File: config.mk
export PLATFORM = sky130hd
export DESIGN_NAME = alarm_setter
export DESIGN_NICKNAME = d
export VERILOG_FILES = /design/src/rtl/alarm_setter_pkg.sv /design/src/rtl/alarm_setter_btn_repeat.sv /design/src/rtl/alarm_setter.sv
export SDC_FILE = /design/constraint.sdc
export NUM_CORES = 1
export LEC_CHECK = 0
export ABC_AREA = 1
export CAP_MARGIN = 20
export CORE_MARGIN = 5
export CORE_UTILIZATION = 60
export CTS_BUF_LIST = sky130_fd_sc_hd__clkbuf_4
export CTS_CLUSTER_DIAMETER = 40
export DETAILED_ROUTE_END_ITERATION = 8
export HOLD_SLACK_MARGIN = 0.06
export PLACE_DENSITY = 0.79
export SYNTH_ARGS = -nofsm -noshare
export SYNTH_HDL_FRONTEND = slang
export SYNTH_HIERARCHICAL = 1
export SYNTH_SLANG_ARGS = --single-unit
export TNS_END_PERCENT = 50
File: constraint.sdc
create_clock -name clk -period 1.8 [get_ports clk]
set_input_delay 0.45 -clock clk [delete_from_list [all_inputs] [get_ports clk]]
set_output_delay 0.45 -clock clk [all_outputs]
set_load 0.1 [all_outputs]
File: src/rtl/alarm_setter_pkg.sv
// Shared encodings and digit limits for the alarm-time editor.
// The state codes double as the field code shown on the field output.
package alarm_setter_pkg;

    typedef enum logic [1:0] {
        IDLE    = 2'b00,
        ED_HORA = 2'b01,
        ED_DMIN = 2'b10,
        ED_UMIN = 2'b11
    } state_e;

    localparam logic [1:0] FIELD_NONE = 2'b00;
    localparam logic [1:0] FIELD_HORA = 2'b01;
    localparam logic [1:0] FIELD_DMIN = 2'b10;
    localparam logic [1:0] FIELD_UMIN = 2'b11;

    localparam logic [3:0] HORA_MIN = 4'd1;
    localparam logic [3:0] HORA_MAX = 4'd12;
    localparam logic [3:0] HORA_RST = 4'd12;
    localparam logic [3:0] UMIN_MAX = 4'd9;
    localparam logic [3:0] DMIN_MAX = 4'd5;

    // One up/down step of a digit that wraps inside [lo, hi].
    function automatic logic [3:0] digit_step(input logic [3:0] v,
                                              input logic [3:0] lo,
                                              input logic [3:0] hi,
                                              input logic       up);
        if (up) begin
            return (v >= hi) ? lo : v + 4'd1;
        end
        return (v <= lo) ? hi : v - 4'd1;
    endfunction

endpackage

File: src/rtl/alarm_setter_btn_repeat.sv
// Rising-edge detector with press-and-hold auto-repeat for one up/down button.
// step_o pulses on the press, after REP_DELAY held cycles, then every REP_RATE cycles.
module alarm_setter_btn_repeat #(
    parameter int REP_DELAY = 25000000,
    parameter int REP_RATE  = 5000000
) (
    input  logic clk,
    input  logic reset,
    input  logic btn_i,
    input  logic block_i,
    input  logic active_i,
    input  logic clear_i,
    output logic press_o,
    output logic step_o
);
    localparam int CMAX = (REP_DELAY > REP_RATE) ? REP_DELAY : REP_RATE;
    localparam int CW   = $clog2(CMAX + 1);
    localparam logic [CW-1:0] DLY_END  = CW'(REP_DELAY - 1);
    localparam logic [CW-1:0] RATE_END = CW'(REP_RATE - 1);

    logic          btn_q;
    logic          press_q;
    logic          step_q, step_d;
    logic          rep_q, rep_d;
    logic [CW-1:0] cnt_q, cnt_d;
    logic          rise;
    logic          hold;

    assign rise = btn_i & ~btn_q;
    // The other direction held at the same time freezes repeat entirely.
    assign hold = btn_i & ~block_i & active_i;

    always_comb begin
        cnt_d  = cnt_q;
        rep_d  = rep_q;
        step_d = 1'b0;
        if (!hold || clear_i) begin
            cnt_d = '0;
            rep_d = 1'b0;
        end else if (rise) begin
            step_d = 1'b1;
            cnt_d  = '0;
            rep_d  = 1'b0;
        end else if (!rep_q && cnt_q == DLY_END) begin
            step_d = 1'b1;
            cnt_d  = '0;
            rep_d  = 1'b1;
        end else if (rep_q && cnt_q == RATE_END) begin
            step_d = 1'b1;
            cnt_d  = '0;
        end else begin
            cnt_d = cnt_q + CW'(1);
        end
    end

    always_ff @(posedge clk) begin
        if (reset) begin
            btn_q   <= 1'b0;
            press_q <= 1'b0;
            step_q  <= 1'b0;
            rep_q   <= 1'b0;
            cnt_q   <= '0;
        end else begin
            btn_q   <= btn_i;
            press_q <= rise;
            step_q  <= step_d;
            rep_q   <= rep_d;
            cnt_q   <= cnt_d;
        end
    end

    assign press_o = press_q;
    assign step_o  = step_q;

endmodule

File: src/rtl/alarm_setter.sv
// Button-driven alarm-time editor: edits a working copy of hora/dmin/umin and
// commits all three digits at once when the last field is confirmed.
module alarm_setter
    import alarm_setter_pkg::*;
#(
    parameter int REP_DELAY = 25000000,
    parameter int REP_RATE  = 5000000,
    parameter int TIMEOUT_S = 10
) (
    input  logic       clk,
    input  logic       reset,
    input  logic       tick_1hz,
    input  logic       btn_mode,
    input  logic       btn_up,
    input  logic       btn_down,
    input  logic       btn_on,
    output logic [3:0] umin,
    output logic [3:0] dmin,
    output logic [3:0] hora,
    output logic       ajustalarma,
    output logic       editing,
    output logic [1:0] field,
    output logic [3:0] disp_umin,
    output logic [3:0] disp_dmin,
    output logic [3:0] disp_hora,
    output logic [1:0] dbg_state
);
    localparam int SW = $clog2(TIMEOUT_S + 1);
    localparam logic [SW-1:0] SEC_LAST = SW'(TIMEOUT_S - 1);

    state_e        state_q;
    logic [3:0]    umin_q, dmin_q, hora_q;
    logic [3:0]    w_umin_q, w_dmin_q, w_hora_q;
    logic [3:0]    w_umin_d, w_dmin_d, w_hora_d;
    logic          en_q;
    logic [SW-1:0] sec_q;
    logic          mode_q, mode_ev_q;
    logic          on_q, on_ev_q;
    logic          up_press, up_step;
    logic          dn_press, dn_step;
    logic          in_edit;
    logic          any_ev;
    logic          timeout;

    assign in_edit = (state_q != IDLE);
    assign any_ev  = mode_ev_q | on_ev_q | up_press | dn_press;
    assign timeout = tick_1hz & ~any_ev & (sec_q == SEC_LAST);

    alarm_setter_btn_repeat #(.REP_DELAY(REP_DELAY), .REP_RATE(REP_RATE)) u_rep_up (
        .clk      (clk),
        .reset    (reset),
        .btn_i    (btn_up),
        .block_i  (btn_down),
        .active_i (in_edit),
        .clear_i  (mode_ev_q & in_edit),
        .press_o  (up_press),
        .step_o   (up_step)
    );

    alarm_setter_btn_repeat #(.REP_DELAY(REP_DELAY), .REP_RATE(REP_RATE)) u_rep_dn (
        .clk      (clk),
        .reset    (reset),
        .btn_i    (btn_down),
        .block_i  (btn_up),
        .active_i (in_edit),
        .clear_i  (mode_ev_q & in_edit),
        .press_o  (dn_press),
        .step_o   (dn_step)
    );

    always_comb begin
        w_hora_d = w_hora_q;
        w_dmin_d = w_dmin_q;
        w_umin_d = w_umin_q;
        if (up_step ^ dn_step) begin
            case (state_q)
                ED_HORA: w_hora_d = digit_step(w_hora_q, HORA_MIN, HORA_MAX, up_step);
                ED_DMIN: w_dmin_d = digit_step(w_dmin_q, 4'd0, DMIN_MAX, up_step);
                ED_UMIN: w_umin_d = digit_step(w_umin_q, 4'd0, UMIN_MAX, up_step);
                default: ;
            endcase
        end
    end

    always_ff @(posedge clk) begin
        if (reset) begin
            state_q   <= IDLE;
            umin_q    <= 4'd0;
            dmin_q    <= 4'd0;
            hora_q    <= HORA_RST;
            w_umin_q  <= 4'd0;
            w_dmin_q  <= 4'd0;
            w_hora_q  <= HORA_RST;
            en_q      <= 1'b0;
            sec_q     <= '0;
            mode_q    <= 1'b0;
            mode_ev_q <= 1'b0;
            on_q      <= 1'b0;
            on_ev_q   <= 1'b0;
        end else begin
            mode_q    <= btn_mode;
            mode_ev_q <= btn_mode & ~mode_q;
            on_q      <= btn_on;
            on_ev_q   <= btn_on & ~on_q;

            if (any_ev || !in_edit) begin
                sec_q <= '0;
            end else if (tick_1hz) begin
                sec_q <= sec_q + SW'(1);
            end

            case (state_q)
                IDLE: begin
                    if (on_ev_q) en_q <= ~en_q;
                    if (mode_ev_q) begin
                        w_umin_q <= umin_q;
                        w_dmin_q <= dmin_q;
                        w_hora_q <= hora_q;
                        state_q  <= ED_HORA;
                    end
                end
                default: begin
                    // A mode event discards any step that lands in the same cycle.
                    if (mode_ev_q) begin
                        if (state_q == ED_UMIN) begin
                            umin_q  <= w_umin_q;
                            dmin_q  <= w_dmin_q;
                            hora_q  <= w_hora_q;
                            state_q <= IDLE;
                        end else if (state_q == ED_HORA) begin
                            state_q <= ED_DMIN;
                        end else begin
                            state_q <= ED_UMIN;
                        end
                    end else if (timeout) begin
                        w_umin_q <= umin_q;
                        w_dmin_q <= dmin_q;
                        w_hora_q <= hora_q;
                        state_q  <= IDLE;
                    end else begin
                        w_umin_q <= w_umin_d;
                        w_dmin_q <= w_dmin_d;
                        w_hora_q <= w_hora_d;
                    end
                end
            endcase
        end
    end

    assign umin        = umin_q;
    assign dmin        = dmin_q;
    assign hora        = hora_q;
    assign ajustalarma = en_q;
    assign editing     = in_edit;
    assign field       = state_q;
    assign dbg_state   = state_q;
    assign disp_umin   = in_edit ? w_umin_q : umin_q;
    assign disp_dmin   = in_edit ? w_dmin_q : dmin_q;
    assign disp_hora   = in_edit ? w_hora_q : hora_q;

endmodule

==> results of run 1 <==
==> registers in the layout (all words and copies together) (netlist names) <==
| signal | count |
|---|---|
| u_rep_up/rep_q | 1 |
| hora | 4 |
| u_rep_dn/cnt_q | 25 |
| ajustalarma | 1 |
| w_umin_q | 4 |
| u_rep_up/cnt_q | 25 |
| on_ev_q | 1 |
| dbg_state | 2 |
| sec_q | 4 |
| umin | 4 |
| mode_q | 1 |
| on_q | 1 |
| mode_ev_q | 1 |
| u_rep_dn/step_o | 1 |
| u_rep_up/step_o | 1 |
| dmin | 4 |
| w_hora_q | 4 |
| w_dmin_q | 4 |
| u_rep_up/btn_q | 1 |
| u_rep_dn/rep_q | 1 |
| u_rep_dn/press_o | 1 |
| u_rep_dn/btn_q | 1 |
| u_rep_up/press_o | 1 |
==> what timing repair did <==
action,4_1_cts,5_1_grt
resized for setup,7,9
gates cloned,1,1
setup endpoints to repair,13,62
pin swaps,1,2
setup buffers,5,1
==> worst reg2reg max path, cell delays in order, from the launching register on <==
cell	delay (ns)
dfxtp_2	0.39
inv_1	0.22
ha_1	0.24
nand3_1	0.17
o21ai_0	0.19
nand2_1	0.07
nand2_1	0.06
nand2_1	0.05
nand2_1	0.06
nand2_1	0.06
nor2_2	0.07
==> placed cells by master, fill, tap and decap left out, types with 2 or more instances in the layout <==
cell	count
buf_4	15
xor2_1	16
inv_1	113
ha_1	15
clkdlybuf4s50_1	6
dfxtp_4	2
a21boi_0	2
nor2_2	24
nor2_1	137
inv_6	2
nor2_4	9
nand2_8	2
a21oi_1	18
o21ai_0	18
nand4_1	7
clkbuf_4	9
nand3_1	65
nand3b_1	3
o211ai_1	3
clkinv_4	2
inv_4	2
nand2_4	5
clkinvlp_4	2
nand2_1	239
nor3_1	6
o21ai_4	12
dfxtp_1	74
nand3_2	4
xnor2_1	17
buf_12	35
nand2_2	8
dfxtp_2	17
or2_2	2
==> final timing paths <==
check | endpoint | start | cells after the start
min | on_ev_q$_SDFF_PP0_ | on_q$_SDFF_PP0_ | 1
min reg2reg | on_ev_q$_SDFF_PP0_ | on_q$_SDFF_PP0_ | 1
max reg2reg | w_umin_q[0]$_SDFFE_PP0P_ | w_umin_q[0]$_SDFFE_PP0P_ | 10
max | disp_dmin[2] | dbg_state[0]$_SDFFE_PP0P_ | 5
==> power by group through the flow <==
stage | Clock (mW) | Sequential [mW] | Combinational [mW]
finish | 1.23 | 2.10 | 0.500
global route | 1.33 | 2.10 | 0.536
CTS | 1.25 | 2.09 | 0.507
detailed placement | 0 | 2.14 | 0.458
global placement | 0 | 2.14 | 0.448
floorplan | 0 | 2.17 | 0.298
==> final cells by class <==
| cell class | instances | area, µm² |
|---|---|---|
| Inverter | 117 | 449.2 |
| Multi-Input combinational cell | 617 | 3217 |
| Clock buffer | 9 | 67.56 |
| Sequential cell | 93 | 1891 |
| Timing Repair Buffer | 57 | 884.6 |
| Clock inverter | 7 | 82.58 |
| Fill cell | 704 | 2379 |
| Tap cell | 111 | 138.9 |
==> logic make-up (layout without fill, tap and decap cells) <==
| family | count (synthesis) | in the layout | share of synthesized area [%] |
|---|---|---|---|
| buffers and inverters | 136 | 190 | 11.00 |
| multiplexers | 1 | 1 | 0.1819 |
| AO/OA/AOI/OAI | 55 | 55 | 5.275 |
| XOR/XNOR | 33 | 33 | 5.252 |
| adder cells (fa/ha/maj) | 15 | 15 | 3.411 |
| AND/OR/NAND/NOR | 512 | 513 | 41.04 |
| flip-flops | 93 | 93 | 33.83 |
==> per-stage QoR <==
stage | instances | area (µm²) | hold WS [ns] | utilization (%) | setup slack [ns]
CTS | 1010 | 6709 | 0.4113 | 73.65 | -0.2247
floorplan | 845 | 5694 | 0.3728 | - | -0.09984
global route | 1011 | 6730 | 0.4367 | 73.89 | -0.2949
finish | 1011 | 6730 | 0.4122 | 73.89 | -0.2158
global placement | 988 | 6451 | 0.3774 | 70.82 | -0.09448
detailed placement | 988 | 6451 | 0.3920 | 70.82 | -0.1763
==> layer usage <==
layer	vias to the layer above	wire [µm]
met1	2398	5524
met3	19	638
li1	2690	-
met4	0	212
met2	134	6347
met5	-	0
==> impl_results.md, run 1 <==
- WL final: about 13,000 µm
- H-tree level count: 3
- Busiest grt layer: met2
- Vias in the first global route: 5,058
- # clock sinks: 93
- Fin nets: 917
- Port-buffer cells: 36
- Proportion of netlist area held by the largest area contributor: 33.83%
- Net Sw Power: ~1.1 mW
- Die X: between 100 and 150 µm
- Pin count of the biggest net entering global routing: 26
- First-pass GRT wire length: ~22,000 µm
- Deepest clock path buffer count: 2
- Worst path buffer plus inverter count: 2
- Sw frac: between 20 and 30%
- Root buf cell: clkbuf_4
- Std-Cell Core Area: 9109 µm²
- Top-count cell post-synth: nand2_1
- Slew Limit Fails: 0
- Setup_tns: -2.615 ns
- Initial Util: 60.41%
- Post-route ant nets: 0
- Crit-path max cell delay: 0.38 ns
- Status: complete, but fails checks
- Hold WC Path Type: reg -> reg
- Crit path max-delay cell type: dfxtp_4
- Die span in y: around 110 µm
- Cell area after synthesis: roughly 5500 µm²
- Cell mode on critical path: buf_12
- Max Clock Skew: roughly 0.016 ns
- I/O pins: 37
- GR met2 Demand/Resource: between 40 and 50%
- Flop-to-flop setup slack: ~0.19 ns
- Final period util: 112.0%
- Worst-Margin Slew: between 0.3 and 0.4 ns
- Combinational cell fraction of total power: a little over an eighth
- Final setup margin: -0.2158 ns
- GRT Overall Usage: a little under a quarter
- Max Fclk: around 0.50 GHz
- Die area: ~11,000 µm²
- Remaining DRCs: 0
- Clock transition at path regs: ~0.15 ns
- DRT iter0 DRCs: around 240
- Hold_buf cts: 0
- Via density: between 5 and 6
- Synth cell count leaders: 243 x nand2_1, 138 x nor2_1, 113 x inv_1
- Startpoint type of the worst setup path: flip-flop
- Rel. slew slack: approximately 75%
- Met3 usage: under 10%
- Crit path time final: roughly 2.0 ns
- Mapped Cells: ~850
- Dominant cell type by area after synthesis: dfxtp_1
- Crit path DAT: about 1.6 ns
- Synth Area per Inst: 6.512 µm²
- Synth Register Bits: 93
- Post-synth EDFFs: 0
- Yosys warning count: 6
- Global route total overflow: 0
- Total Power: ~3.8 mW
- Crit-path cells: nor2_4, buf_12, nand2_1, o21ai_4, buf_12
- Diodes inserted: 0
- Leak: between 2 and 3 nW
- # setup viols final: 13
- Cell variety after synth: 36
- Largest cells by area after synthesis: dfxtp_1 34%, nand2_1 17%, nor2_1 9.4%
- CTS buffer count: 9
- Crit. End Element: output port
- Crit path max-delay family: flip-flops
- Syn Nets: between 800 and 900
- RSZ-0062 raised after global routing: yes
- Internal power: about 2.7 mW
- Initial antenna violation count: 0
- Met1 Use GR: 28.12%
- Clk_lat worst skew: ~0.47 ns
- Sequential element share of the synthesized area: 33.83%
- Post-DP HPWL: approximately 9400 µm
- Pwr dens: between 500 and 600 nW/µm²
- Final hold viol count: 0
- Max_cap viols: 0
- Routed via count: ~5,200
- Clk network pwr share: between 30 and 40%
- CTS tree: done
- Drt pass-1 iters: 5
- Share of layout cells above drive strength 1: roughly 17%
- Area Growth Syn to Fin: 22.31%
- Sequential power share: a little over half
- Crit path required time: roughly 1.4 ns
- VDD IR max: 557.6 µV
- Avg WL per Cell: ~13 µm
- Crit path max fanout: 11
- # rows: 35
- Post-synth top flop: dfxtp_1
- Async SR Flop Fraction: 0%
- CP Class: reg -> out
- Violated checks: setup timing
- Gpl congestion: 0.8964
Power figures use the tool's default switching activity.
==> inputs of run 2 (changes only) <==
ABC_CLOCK_PERIOD_IN_PS = 1800   (was default)
CORE_ASPECT_RATIO = 0.7   (was default)
==> run 2 against run 1 <==
The run still ends with setup timing left. Count of clock-buffer cells in the layout did not move. Non-clock buffer count rose by 3. Register-to-register slack got worse by 0.09 ns. Design area rose by 0.99%. Cell count rose by 1.7%. Critical path depth did not move. Utilization rose by 1.6 points. Critical path type unchanged. Critical endpoint is now disp_umin[0].
==> impl_results.md, run 2 (synthesized netlist as in run 1, its figures left out) <==
- H-tree level count: 3 (unchanged)
- Deepest clock path buffer count: 2 (unchanged)
- Clock transition at path regs: 0.15 ns (about the same)
- # rows: 29 (was 35)
- Via density: 5.292 (was 5.184)
- Max Fclk: 0.4858 GHz (was 0.4961 GHz)
- Area Growth Syn to Fin: 23.51% (was 22.31%)
- Reg-to-Reg End: u_rep_dn/cnt_q[11]$_SDFF_PP0_ (was w_umin_q[0]$_SDFFE_PP0P_)
- R2R cell count: 9 (was 10)
- Hold WC Path Type: reg -> reg (unchanged)
- Share of layout cells above drive strength 1: 17.37% (was 17.44%)
- Final setup margin: -0.2585 ns (was -0.2158 ns)
- FILL cells: 732 (was 704)
- First-pass GRT wire length: 23,640 µm (was 21,870 µm)
- Fin nets: 921 (was 917)
- Worst path buffer plus inverter count: 2 (unchanged)
- Status: complete, but fails checks (unchanged)
- GRT Overall Usage: 24.87% (was 23.28%)
- Global route total overflow: 0 (unchanged)
- Hold Crit Depth: 1 (unchanged)
- Top flop regs: u_rep_dn/cnt_q x25, u_rep_up/cnt_q x25 (unchanged)
- Crit. End Element: output port (unchanged)
- Diodes inserted: 0 (unchanged)
- Crit path max-delay cell type: dfxtp_4 (unchanged)
- Max Clock Skew: 0.01767 ns (was 0.01623 ns)
- Initial Util: 61.15% (was 60.41%)
- Final hold viol count: 0 (unchanged)
- Clk_lat worst skew: 0.46 ns (was 0.47 ns)
- VDD IR max: 369.2 µV (was 557.6 µV)
- DRT iter0 DRCs: 446 (was 239)
- Violated checks: setup timing (unchanged)
- Routed via count: 5,440 (was 5,241)
- Initial antenna violation count: 0 (unchanged)
- CTS buffer count: 9 (unchanged)
- Pre-CTS setup slack: -0.1953 ns (was -0.1763 ns)
- Pin count of the biggest net entering global routing: 26 (unchanged)
- WL final: 13,840 µm (was 12,720 µm)
- Root buf cell: clkbuf_4 (unchanged)
- Crit path max-delay family: buffers and inverters (was flip-flops)
- Pwr dens: 555.4 nW/µm² (was 567.8 nW/µm²)
- Vias in the first global route: 5,133 (was 5,058)
- Hold worst-path end: on_ev_q$_SDFF_PP0_ (unchanged)
- RSZ-0062 raised after global routing: yes (unchanged)
- Crit-path cells: nor2_4, bufbuf_16, nand2_1, o21ai_4, buf_12 (was nor2_4, buf_12, nand2_1, o21ai_4, buf_12)
- Leak: 2.711 nW (was 2.672 nW)
- Commonest non-fill, non-tap cell in the layout: nand2_1 (unchanged)
- Rel. slew slack: 74.15% (was 75.17%)
- Remaining DRCs: 0 (unchanged)
- Most frequent cells in the layout: 238 x nand2_1, 138 x nor2_1, 113 x inv_1 (was 239 x nand2_1, 137 x nor2_1, 113 x inv_1)
- Die X: 124.5 µm (was 105.8 µm)
- Crit path max fanout: 6 (was 11)
- Crit path required time: 1.35 ns (about the same)
- I/O pins: 37 (unchanged)
- Post-route ant nets: 0 (unchanged)
- Crit path DAT: 1.61 ns (was 1.57 ns)
- Avg WL per Cell: 13.46 µm (was 12.58 µm)
- Drt pass-1 iters: 6 (was 5)
- Final period util: 114.4% (was 112.0%)
- Flop-to-flop setup slack: 0.10 ns (was 0.19 ns)
- Post-DP HPWL: 10,040 µm (was 9373 µm)
- # setup viols final: 13 (unchanged)
- Min Hold Slack: 0.4189 ns (was 0.4122 ns)
- Startpoint type of the worst setup path: flip-flop (unchanged)
- Port-buffer cells: 36 (unchanged)
- Hold Startpoint: on_q$_SDFF_PP0_ (unchanged)
- Worst R2R Start: dbg_state[1]$_SDFFE_PP0P_ (was w_umin_q[0]$_SDFFE_PP0P_)
- CTS tree: done (unchanged)
- Crit-path max cell delay: 0.38 ns (about the same)
- Std-Cell Core Area: 8999 µm² (was 9109 µm²)
- Worst-Margin Slew: 0.3873 ns (was 0.3721 ns)
- # clock sinks: 93 (unchanged)
- Die area: 11,220 µm² (was 11,190 µm²)
- Crit path time final: 2.058 ns (was 2.016 ns)
- Slew Limit Fails: 0 (unchanged)
- Max_cap viols: 0 (unchanged)
- Gpl congestion: 0.9438 (was 0.8964)
- Die span in y: 90.13 µm (was 105.8 µm)
- CP Class: reg -> out (unchanged)
-- run 2: report_power, final --
group          internal [mW]  total [mW]  leakage [nW]  switching (mW)
clock                  0.428        1.17        0.0737           0.742
combinational          0.194       0.509          1.88           0.315
sequential              2.08        2.10         0.758          0.0174
total                   2.70        3.77          2.71            1.08
-- run 2: through the flow --
stage | power, mW | TNS, ns | area [µm²] | utilization [%] | cells
floorplan | 2.465 | -0.9146 | 5694 | - | 845
global placement | 2.584 | -5.943 | 6462 | 71.82 | 1002
detailed placement | 2.595 | -8.884 | 6462 | 71.82 | 1002
CTS | 3.801 | -3.197 | 6714 | 74.61 | 1025
global route | 3.935 | -5.643 | 6797 | 75.53 | 1028
finish | 3.775 | -3.063 | 6797 | 75.53 | 1028
-- run 2: worst max path at each step --
stage,start,to,depth (start not counted)
2_1_floorplan,dbg_state[0]$_SDFFE_PP0P_,disp_dmin[0],3
3_3_place_gp,btn_up,u_rep_up/cnt_q[22]$_SDFF_PP0_,9
3_5_place_dp,btn_down,u_rep_dn/cnt_q[24]$_SDFF_PP0_,8
4_1_cts,dbg_state[1]$_SDFFE_PP0P_,disp_hora[3],5
5_1_grt,dbg_state[1]$_SDFFE_PP0P_,disp_umin[1],5
6_report,dbg_state[1]$_SDFFE_PP0P_,disp_umin[0],5
-- run 2: repair_timing --
item | CTS | global route
gates resized for setup | 5 | 10
setup buffers | 5 | 1
endpoints found under the setup margin | 13 | 66
hold buffers | 0 | 0
cloned | 2 | 2
pin swaps | 1 | 3
-- run 2: metal layers --
metal	track usage, %	up-vias	routed length (µm)
met5	0	-	0
met4	9.215	0	291
met3	4.621	31	989
met2	38.80	209	6309
met1	34.33	2492	6246
li1	-	2708	-
-- run 2: area by class of cell --
| class | count | area (µm²) | area share, % |
|---|---|---|---|
| clock buffers | 9 | 67.56 | 0.9941 |
| clock inverters | 7 | 76.32 | 1.123 |
| inverters | 117 | 449.2 | 6.609 |
| multi-input cells | 618 | 3252 | 47.85 |
| flip-flops and latches | 93 | 1886 | 27.74 |
| well taps | 124 | 155.1 | 2.283 |
| repair buffers | 60 | 910.9 | 13.40 |
-- run 2: worst register-to-register path: stages, from the launching register on --
cell       delay [ns]
dfxtp_4          0.39
nor2_4           0.05
bufbuf_16        0.26
inv_4            0.11
nand2_1          0.08
nor3b_2          0.15
inv_1            0.11
nor2_4           0.23
nand2_4          0.16
nor2_1           0.12
==> inputs of run 3 (changes only) <==
ABC_CLOCK_PERIOD_IN_PS = 1900   (was 1800)
TNS_END_PERCENT = default   (was 50)
clock period = 1.9 ns   (was 1.8 ns; I/O delays follow)
==> run 3 against run 2 <==
The flow still finishes with violations (setup timing). Largest power group unchanged. Highest routed layer unchanged. Clock skew up 0.0056 ns. Count of clock-buffer cells in the layout unchanged. Sequential power down 5%. Global-route usage down 1.5 points. Die area unchanged. Clock power about the same. Combinational power down 3%. Routed wire length down 4.9%. Worst setup slack better by 0.13 ns.
==> impl_results.md, run 3 (synthesized netlist as in run 1, its figures left out) <==
- Worst R2R Start: dbg_state[0]$_SDFFE_PP0P_ (was dbg_state[1]$_SDFFE_PP0P_)
- # rows: 29 (unchanged)
- # clock sinks: 93 (unchanged)
- CTS buffer count: 9 (unchanged)
- Via density: 5.166 (was 5.292)
- Remaining DRCs: 0 (unchanged)
- RSZ-0062 raised after global routing: yes (unchanged)
- Share of layout cells above drive strength 1: 16.61% (was 17.37%)
- Fin nets: 914 (was 921)
- Reg-to-Reg End: u_rep_up/cnt_q[23]$_SDFF_PP0_ (was u_rep_dn/cnt_q[11]$_SDFF_PP0_)
- Worst-Margin Slew: 0.4722 ns (was 0.3873 ns)
- Initial antenna violation count: 0 (unchanged)
- Routed via count: 5,274 (was 5,440)
- Most frequent cells in the layout: 242 x nand2_1, 138 x nor2_1, 113 x inv_1 (was 238 x nand2_1, 138 x nor2_1, 113 x inv_1)
- Rel. slew slack: 68.41% (was 74.15%)
- R2R cell count: 11 (was 9)
- Pwr dens: 538.3 nW/µm² (was 555.4 nW/µm²)
- Final setup margin: -0.1297 ns (was -0.2585 ns)
- Hold_buf cts: 0 (unchanged)
- Non-Filler Instances: 1,021 (was 1,028)
- First-pass GRT wire length: 22,390 µm (was 23,640 µm)
- Global route total overflow: 0 (unchanged)
- Die X: 124.5 µm (unchanged)
- GRT Overall Usage: 23.37% (was 24.87%)
- Commonest non-fill, non-tap cell in the layout: nand2_1 (unchanged)
- Clk_lat worst skew: 0.46 ns (about the same)
- Status: complete, but fails checks (unchanged)
- Vias in the first global route: 4,875 (was 5,133)
- Cells after DPL: 999 (was 1,002)
- Std-Cell Core Area: 8999 µm² (unchanged)
- Leak: 2.674 nW (was 2.711 nW)
- Pin count of the biggest net entering global routing: 26 (unchanged)
- Busiest grt layer: met2 (unchanged)
- Gpl congestion: 0.8997 (was 0.9438)
- Die area: 11,220 µm² (unchanged)
- DRT iter0 DRCs: 553 (was 446)
- Crit path time final: roughly 2 ns
- Max Fclk: 0.4927 GHz
- Hold WC Path Type: reg -> reg (unchanged)
- Avg WL per Cell: 12.89 µm (was 13.46 µm)
- Deepest clock path buffer count: 2 (unchanged)
- GR met2 Demand/Resource: 36.78% (was 38.80%)
- Port-buffer cells: 36 (unchanged)
- Violated checks: setup timing (unchanged)
- H-tree level count: 3 (unchanged)
- Top flop regs: u_rep_dn/cnt_q x25, u_rep_up/cnt_q x25 (unchanged)
- FILL cells: 736 (was 732)
- Total Power: 3.623 mW (was 3.775 mW)
- # setup viols final: 13 (unchanged)
- Setup crit end: disp_umin[3] (was disp_umin[0])
- VDD IR max: 382.6 µV (was 369.2 µV)
- Die span in y: 90.13 µm (unchanged)
- Max_cap viols: 0 (unchanged)
- Startpoint type of the worst setup path: flip-flop (unchanged)
- Area Growth Syn to Fin: 22.33% (was 23.51%)
- Crit path required time: 1.42 ns (was 1.35 ns)
- Crit path DAT: 1.55 ns (was 1.61 ns)
- Post-DP HPWL: 9676 µm (was 10,040 µm)
- I/O pins: 37 (unchanged)
- Initial Util: 61.15% (unchanged)
- Slew Limit Fails: 0 (unchanged)
- Flop-to-flop setup slack: 0.15 ns (was 0.10 ns)
- Final period util: 106.8%
- Crit. End Element: output port (unchanged)
- Multi-input gate area: 3187 µm² (was 3252 µm²)
- Met1 Use GR: 32.94% (was 34.33%)
- Register Area: 1889 µm² (was 1886 µm²)
- CTS tree: done (unchanged)
- Max Clock Skew: 0.02331 ns (was 0.01767 ns)
- WL final: 13,160 µm (was 13,840 µm)
- Final hold viol count: 0 (unchanged)
- Diodes inserted: 0 (unchanged)
- Met3 usage: 4.739% (was 4.621%)
- Post-route ant nets: 0 (unchanged)
- Clock transition at path regs: 0.16 ns (was 0.15 ns)
- Crit path max fanout: 6 (unchanged)
- CP Class: reg -> out (unchanged)
- Drt pass-1 iters: 6 (unchanged)
- Root buf cell: clkbuf_4 (unchanged)
- Critical Path Start: dbg_state[0]$_SDFFE_PP0P_ (was dbg_state[1]$_SDFFE_PP0P_)
-- run 3: through the flow --
step	instance area (µm²)	setup TNS [ns]	worst slack [ns]	utilization (%)	hold WS (ns)
after CTS	6658	-2.220	-0.1959	73.99	0.4072
after global placement	6450	-1.654	-0.05672	71.68	0.3787
after floorplan	5692	-0.04026	-0.01405	-	0.3728
after global routing	6731	-2.341	-0.1943	74.81	0.4181
after detailed placement	6450	-4.159	-0.1032	71.68	0.3827
final	6731	-1.497	-0.1297	74.81	0.4037
-- run 3: final cells by class --
cell class / instances / area share [%]
clock buffer: 9 / 1.004
sequential: 93 / 28.07
timing repair buffer: 55 / 13.42
clock inverter: 7 / 1.152
inverter: 117 / 6.710
multi-input combinational: 616 / 47.34
tap: 124 / 2.305
-- run 3: critical path: stages, from the launching register on --
cell and delay, ns:
dfxtp_4 0.38, nor2_4 0.17, buf_12 0.15, clkbuf_16 0.17, o21ai_4 0.06, buf_12 0.17
-- run 3: how the worst min path moves through the flow --
stage | start | endpoint | depth (start not counted)
after floorplan | mode_q$_SDFF_PP0_ | mode_ev_q$_SDFF_PP0_ | 1
after global placement | on_q$_SDFF_PP0_ | on_ev_q$_SDFF_PP0_ | 1
after detailed placement | mode_q$_SDFF_PP0_ | mode_ev_q$_SDFF_PP0_ | 1
after CTS | mode_q$_SDFF_PP0_ | mode_ev_q$_SDFF_PP0_ | 1
after global routing | mode_q$_SDFF_PP0_ | mode_ev_q$_SDFF_PP0_ | 1
final | mode_q$_SDFF_PP0_ | mode_ev_q$_SDFF_PP0_ | 1
-- run 3: power breakdown --
part,leakage [nW],switching [mW],total [mW],internal (mW)
logic,1.84,0.306,0.494,0.189
clock network,0.0777,0.724,1.14,0.418
registers,0.758,0.0175,1.99,1.97
-- run 3: routing by layer --
metal	vias to the layer above	routed length [µm]	share of wire, %
met1	2414	6460	49
met3	22	678	5.2
met4	0	208	1.6
li1	2677	-	-
met5	-	0	0
met2	161	5809	44
-- run 3: repair_timing --
item | 4_1_cts | 5_1_grt
setup buffers | 3 | 1
pin swaps | 2 | 2
setup endpoints to repair | 12 | 16
endpoints found under the hold margin | 0 | 0
gates cloned | 1 | 1
resized for setup | 1 | 10
